`src/rtl/xregf_arb.sv`:
```
`default_nettype none
// +--------------------------------------------------------------------------+
// | Module      : xregf_arb                                                  |
// | Description : Two-requester (host / controller) arbiter in front of a    |
// |               single-port register file. Round-robin tie-break, optional |
// |               bounded lock per requester, 1-cycle read-data return.      |
// | Revision    : 1.0 - initial release                                      |
// +--------------------------------------------------------------------------+
module xregf_arb #(
  parameter int DATA_W   = 32,
  parameter int ADDR_W   = 4,
  parameter int LOCK_MAX = 8
) (
  input  logic              clk,
  input  logic              rst,
  // host requester
  input  logic              host_req,
  input  logic              host_we,
  input  logic              host_lock,
  input  logic [ADDR_W-1:0] host_addr,
  input  logic [DATA_W-1:0] host_wdata,
  output logic              host_gnt,
  output logic              host_rvalid,
  output logic [DATA_W-1:0] host_rdata,
  // controller requester
  input  logic              ctrl_req,
  input  logic              ctrl_we,
  input  logic              ctrl_lock,
  input  logic [ADDR_W-1:0] ctrl_addr,
  input  logic [DATA_W-1:0] ctrl_wdata,
  output logic              ctrl_gnt,
  output logic              ctrl_rvalid,
  output logic [DATA_W-1:0] ctrl_rdata,
  // register file side
  output logic              regf_sel,
  output logic              regf_we,
  output logic [ADDR_W-1:0] regf_addr,
  output logic [DATA_W-1:0] regf_wdata,
  input  logic [DATA_W-1:0] regf_rdata
);

  localparam int                 c_CNT_W    = (LOCK_MAX > 1) ? $clog2(LOCK_MAX) : 1;
  localparam logic [c_CNT_W-1:0] c_CNT_LAST = c_CNT_W'(LOCK_MAX - 1);

  typedef enum logic [1:0] {
    IDLE   = 2'd0,
    LOCK_H = 2'd1,
    LOCK_C = 2'd2
  } state_t;

  state_t             state_q, state_d;
  logic               ptr_q, ptr_d;          // 1: controller wins the next tie
  logic [c_CNT_W-1:0] cnt_q, cnt_d;
  logic               sticky_h_q, sticky_h_d; // lock ignored after a forced release
  logic               sticky_c_q, sticky_c_d;
  logic               rvalid_h_q, rvalid_c_q;

  logic               w_gnt_h;
  logic               w_gnt_c;

  // Grant decode: zero-latency, depends only on requests, state and pointer.
  always_comb begin
    w_gnt_h = 1'b0;
    w_gnt_c = 1'b0;
    if (rst) begin
      case (state_q)
        IDLE: begin
          if (host_req && ctrl_req) begin
            w_gnt_h = ~ptr_q;
            w_gnt_c = ptr_q;
          end else begin
            w_gnt_h = host_req;
            w_gnt_c = ctrl_req;
          end
        end
        LOCK_H:  w_gnt_h = host_req;
        LOCK_C:  w_gnt_c = ctrl_req;
        default: ;
      endcase
    end
  end

  // Next-state logic for FSM, priority pointer, lock counter and sticky flags.
  always_comb begin
    state_d    = state_q;
    ptr_d      = ptr_q;
    cnt_d      = cnt_q;
    // A sticky flag survives only while the requester keeps lock asserted.
    sticky_h_d = sticky_h_q & host_lock;
    sticky_c_d = sticky_c_q & ctrl_lock;

    // Winner of a completed transfer becomes "most recent".
    if (w_gnt_h) begin
      ptr_d = 1'b1;
    end else if (w_gnt_c) begin
      ptr_d = 1'b0;
    end

    case (state_q)
      IDLE: begin
        cnt_d = '0;
        if (w_gnt_h && host_lock && !sticky_h_q) begin
          state_d = LOCK_H;
        end else if (w_gnt_c && ctrl_lock && !sticky_c_q) begin
          state_d = LOCK_C;
        end
      end
      LOCK_H: begin
        if (cnt_q == c_CNT_LAST) begin
          state_d    = IDLE;
          cnt_d      = '0;
          ptr_d      = 1'b1;
          sticky_h_d = 1'b1;
        end else if (!host_lock) begin
          state_d = IDLE;
          cnt_d   = '0;
        end else begin
          cnt_d = cnt_q + 1'b1;
        end
      end
      LOCK_C: begin
        if (cnt_q == c_CNT_LAST) begin
          state_d    = IDLE;
          cnt_d      = '0;
          ptr_d      = 1'b0;
          sticky_c_d = 1'b1;
        end else if (!ctrl_lock) begin
          state_d = IDLE;
          cnt_d   = '0;
        end else begin
          cnt_d = cnt_q + 1'b1;
        end
      end
      default: begin
        state_d = IDLE;
        cnt_d   = '0;
      end
    endcase
  end

  // State registers; reset drops any lock and any pending read return.
  always_ff @(posedge clk or negedge rst) begin
    if (!rst) begin
      state_q    <= IDLE;
      ptr_q      <= 1'b0;
      cnt_q      <= '0;
      sticky_h_q <= 1'b0;
      sticky_c_q <= 1'b0;
      rvalid_h_q <= 1'b0;
      rvalid_c_q <= 1'b0;
    end else begin
      state_q    <= state_d;
      ptr_q      <= ptr_d;
      cnt_q      <= cnt_d;
      sticky_h_q <= sticky_h_d;
      sticky_c_q <= sticky_c_d;
      rvalid_h_q <= w_gnt_h & ~host_we;
      rvalid_c_q <= w_gnt_c & ~ctrl_we;
    end
  end

  // Register-file request mux; all-zero when nobody is granted.
  always_comb begin
    regf_we    = 1'b0;
    regf_addr  = '0;
    regf_wdata = '0;
    if (w_gnt_h) begin
      regf_we    = host_we;
      regf_addr  = host_addr;
      regf_wdata = host_wdata;
    end else if (w_gnt_c) begin
      regf_we    = ctrl_we;
      regf_addr  = ctrl_addr;
      regf_wdata = ctrl_wdata;
    end
  end

  assign host_gnt    = w_gnt_h;
  assign ctrl_gnt    = w_gnt_c;
  assign regf_sel    = w_gnt_h | w_gnt_c;

  // Read data is steered only to the requester whose read is returning.
  assign host_rvalid = rvalid_h_q;
  assign ctrl_rvalid = rvalid_c_q;
  assign host_rdata  = rvalid_h_q ? regf_rdata : '0;
  assign ctrl_rdata  = rvalid_c_q ? regf_rdata : '0;

endmodule
`default_nettype wire

```
`config.mk`:
```
export PLATFORM = sky130hd
export DESIGN_NAME = xregf_arb
export DESIGN_NICKNAME = d
export VERILOG_FILES = /design/src/rtl/xregf_arb.sv
export SDC_FILE = /design/constraint.sdc
export NUM_CORES = 1
export LEC_CHECK = 0
export CAP_MARGIN = 40
export CORE_ASPECT_RATIO = 0.6
export CORE_MARGIN = 10
export CORE_UTILIZATION = 24
export DETAILED_ROUTE_END_ITERATION = 6
export PLACE_DENSITY = 0.88
export SLEW_MARGIN = 5
export SYNTH_ARGS = -nofsm -noshare
export SYNTH_HDL_FRONTEND = slang
export SYNTH_SLANG_ARGS = --single-unit
export TNS_END_PERCENT = 10
```
`constraint.sdc`:
```
create_clock -name clk -period 6.3 [get_ports clk]
set_input_delay 1.26 -clock clk [delete_from_list [all_inputs] [get_ports clk]]
set_output_delay 1.26 -clock clk [all_outputs]
set_load 0.02 [all_outputs]
```
* Word-level counts from Yosys, hierarchy flattened
Index checks and enable logic that the tools add are counted.
** Cells by class
- Shift-type cells :: 0
- Reductions and logical operators :: 9
- Muxes and demuxes :: 35
- Add/subtract/negate cells :: 1
- Order comparisons :: 0
- Bitwise gates (word level) :: 8
- Eq/ne operators :: 6
- Div/mod/pow operators :: 0
- Multipliers :: 0
** Operators by type and width (number)
- $mux W32 :: 4
- $mux W1 :: 14
- $mux W2 :: 6
- $mux W3 :: 4
- $ne A3 B3 Y1 const B :: 3
- $mux W4 :: 2
- $pmux W1 S2 :: 3
- $pmux W2 S3 :: 1
- $pmux W3 S2 :: 1
- $logic_and A1 B1 Y1 :: 5
- $and A1 B1 Y1 :: 4
- $add A3 B1 Y3 const B :: 1
- $eq A3 B3 Y1 const B :: 1
- $not A1 Y1 :: 3
- $reduce_and A3 Y1 :: 1
- $eq A2 B1 Y1 const B :: 1
- $eq A2 B2 Y1 const B :: 1
- $logic_not A1 Y1 :: 2
- $logic_not A2 Y1 :: 1
- $or A1 B1 Y1 :: 1
** Storage, ports and cells
- Input bits :: 112
- Bits in latches :: 0
- Bits in registers :: 10
- Memory bits (read-only) :: 0
- Bits in writable memories :: 0
- Memories kept :: 0

* Longest topological paths before layout
- Depth after elaboration :: 9
- Mapped depth :: 8
- Depth with buffers taken out :: 6

* Least setup slack after synthesis
OpenSTA, ideal clock, no wires.
- Path type :: input to output
- Start :: in ctrl_req
- End :: out regf_addr[0]
- Stages :: 6
- Required time :: 5.040 ns
- Data arrival time :: 2.398 ns
- Setup slack :: 2.642 ns
- Cell sequence :: a21boi_1 -> o211a_1 -> buf_6 -> nor3_4 -> buf_6 -> a22o_1
** On the way
- Word-level cells in the longest chain between the ends :: 6
- Elaborated cells on any way between the ends :: 9
- Classes of those cells :: mux (8); reduce/logical (1)
** RTL lines
- from (decl) :: RTL line 26 : input logic ctrl_req,
- $logic_and A1 B1 Y1 :: RTL line 68 : if (host_req && ctrl_req) begin
- $mux W1 :: RTL line 68
- $pmux W1 S2 :: RTL line 66 : case (state_q)
- $mux W1 :: RTL line 65 : if (rst) begin
- $mux W4 :: RTL line 171 : end else if (w_gnt_c) begin
- $mux W4 * :: RTL line 167 : if (w_gnt_h) begin
- to (decl) :: RTL line 37 : output logic [ADDR_W-1:0] regf_addr,
Mark *: on every way between the ends. The rest lies on a longest branch, timed or not.

* Final worst setup path
- Start :: in rst
- End :: out regf_wdata[22]
** On the way
- Word-level cells in the longest chain between the ends :: 3
- Elaborated cells on any way between the ends :: 4
- Classes of those cells :: mux (4)
** RTL lines
- from (decl) :: RTL line 15 : input logic rst,
- $mux W1 :: RTL line 65
- $mux W32 :: RTL line 171
- $mux W32 * :: RTL line 167
- to (decl) :: RTL line 38 : output logic [DATA_W-1:0] regf_wdata,
Marked as above.

==> metrics.txt <==
status completed; utilization after layout 65.31%; CTS Buf Count 3; clock slew at reported path FFs 0.04 ns; drt first pass iters 4; maximum buffer depth of the clock tree 2; hold_sp cnt_q[0]$_DFF_PN0_; Worst slew margin 49.72%; R2R Path End state_q[0]$_DFFE_PN0P_; leading area contributor after synthesis and2_1; Core Rows 21; Gate Count Post-Synth 167; Max IR drop VDD 149.4 uV; final worst path period need 5.000 ns; Root Buffer clkbuf_8; CTS resizes 0; measured slew at the worst slew-check pin 0.7543 ns; worst r2r path cells 7; vias in the first global route 2097; post-place setup slack 1.271 ns; gpl congestion 0.9102; die height 78.34 um; Die ar. 0.009183 mm^2; r2r setup slk 4.22 ns; RSZ-0062 raised after global routing no; CP arrival 3.74 ns; setup bufs post-CTS 0; Yosys reg bits 10; Leak 0.001432 uW; H-tree levels 1; DP Wirelength 8247 um; Antenna diodes 0; chip width 117.2 um; Final #Nets 495; crit path capture type primary output; CTS tree done; reg2reg start state_q[0]$_DFFE_PN0P_; fin crit share 79.36%; total gr overflow 0; Worst Skew 0.0009587 ns; fill count 472; Hold WS 0.4399 ns; clk sinks 10; sequential element share of the synthesized area 18.38%; largest net degree at the start of global routing 43; vias 2087; DRC Markers 0; hold_buf cts 0; Routed WL 9270 um; Final WS setup 1.300 ns; Slew Viols, Final 0; startpoint types primary input; Hold Crit Endpoint cnt_q[0]$_DFF_PN0_; share of the synthesized area in the top cell type 29.41%; mean post-synth cell area 8.152 um^2; endpoints failing hold 0; final setup fails 0; clk_lat worst skew 0.23 ns; io pins 218; Tot GR Track Use 18.02%; Vias/cell 4.577; worst hold path type reg -> reg; first-pass GRT wire length 12810 um; depth of the worst hold-timing path 1; Setup CP Type in -> out; Synth warnings 0; starting density of the core 24.55%; Pwr per Cell Area 213.9 mW/mm^2; DRT antenna net count 0; post-synthesis cell type count 25; Worst Path Required 5.04 ns; Core Region 0.005544 mm^2; largest cells by area after synthesis and2_1 29%, a22o_1 25%, dfrtp_1 18%; Area Overhead vs Synth 166.0%; initial antenna violation count 0; ratio of cells with drive above 1 in the final layout 2.128%; count of input and output buffers 217; maxcap violations 0; drt initial violations 202; routed length per placed instance 20.33 um; Mapped Nets 285; CP max FO 37; setup TNS 0 ns; Mapped Area 0.001361 mm^2; fmax 200.0 MHz
synth_stat cells:
master	number
and2_1	64
o21ai_0	2
and3_1	2
nand2b_1	1
nor2b_1	3
nor3_1	2
nor2_1	4
dfrtp_1	10
ha_1	6
a21boi_1	1
o211a_1	1
inv_1	3
nor3b_1	1
a22oi_1	1
a31oi_2	1
o31ai_1	1
buf_6	4
or2_1	1
o2111ai_1	1
clkbuf_1	10
nand2_1	2
nor3_4	1
a22o_1	39
a21oi_1	5
o221a_1	1
area by class of cell:
type	instances	area (um^2)	share of cell area, %
flip-flops and latches	10	250.2	6.911
inverters	3	11.26	0.3110
repair buffers	219	2187	60.40
multi-input cells	140	1017	28.09
well taps	80	100.1	2.764
clock buffers	4	55.05	1.520
layer usage:
metal | vias to the layer above | global-route usage, % | share of wire [%]
met5 | - | 0 | 0
met4 | 0 | 3.808 | 1.6
met3 | 10 | 6.226 | 10
met2 | 112 | 33.39 | 51
met1 | 948 | 19.27 | 37
li1 | 1017 | - | -
flip-flops by register name (all words and copies together), names as in the netlist:
name	count
ctrl_rvalid	1
state_q	2
sticky_h_q	1
ptr_q	1
cnt_q	3
sticky_c_q	1
host_rvalid	1
cell usage in the layout (no fill, tap or decap):
master,netlist,routed
dfrtp_1,10,10
clkbuf_8,0,4
nor3b_1,1,1
a21oi_1,5,5
nor2b_1,3,3
a22oi_1,1,1
nor3_4,1,1
nor2_1,4,4
o31ai_1,1,1
o211a_1,1,1
o21ai_0,2,2
buf_4,0,2
a31oi_2,1,1
or2_1,1,1
a21boi_1,1,1
a22o_1,39,39
inv_1,3,3
and2_1,64,64
nand2b_1,1,1
clkdlybuf4s50_1,0,217
ha_1,6,6
nand2_1,2,2
nor3_1,2,2
o221a_1,1,1
and3_1,2,2
o2111ai_1,1,1
power breakdown:
part | leakage (uW) | switching (uW) | total, uW | internal (uW)
registers | 0.000136 | 18.8 | 94.1 | 75.3
logic | 0.00127 | 297 | 603 | 306
clock network | 0.0000288 | 22.5 | 77.1 | 54.7
worst max-delay path: stages:
cell             delay (ns)
clkdlybuf4s50_1        0.79
nand2_1                0.29
nor3_4                 0.16
buf_4                  0.37
a22o_1                 0.24
clkdlybuf4s50_1        0.62
worst max path at each step:
stage             start        endpoint
4_1_cts             rst  regf_wdata[22]
6_report            rst  regf_wdata[22]
3_3_place_gp        rst   regf_wdata[2]
5_1_grt             rst  regf_wdata[16]
3_5_place_dp        rst  regf_wdata[22]
2_1_floorplan  ctrl_req    regf_addr[0]
kinds of logic after synthesis:
kind of cell	count (synthesis)	synth area share, %
compound gates	53	32.45
buf+inv	17	6.893
flops	10	18.38
simple gates	81	36.77
fa+ha+maj	6	5.515
through the flow:
step	std cells	area, um^2	power [uW]
6_report	456	3621	774.4
3_5_place_dp	452	3566	700.9
4_1_cts	456	3621	782.4
5_1_grt	456	3621	823.3
2_1_floorplan	167	1361	408.1
3_3_place_gp	452	3566	691.1
(Power assumes the default switching activity.)
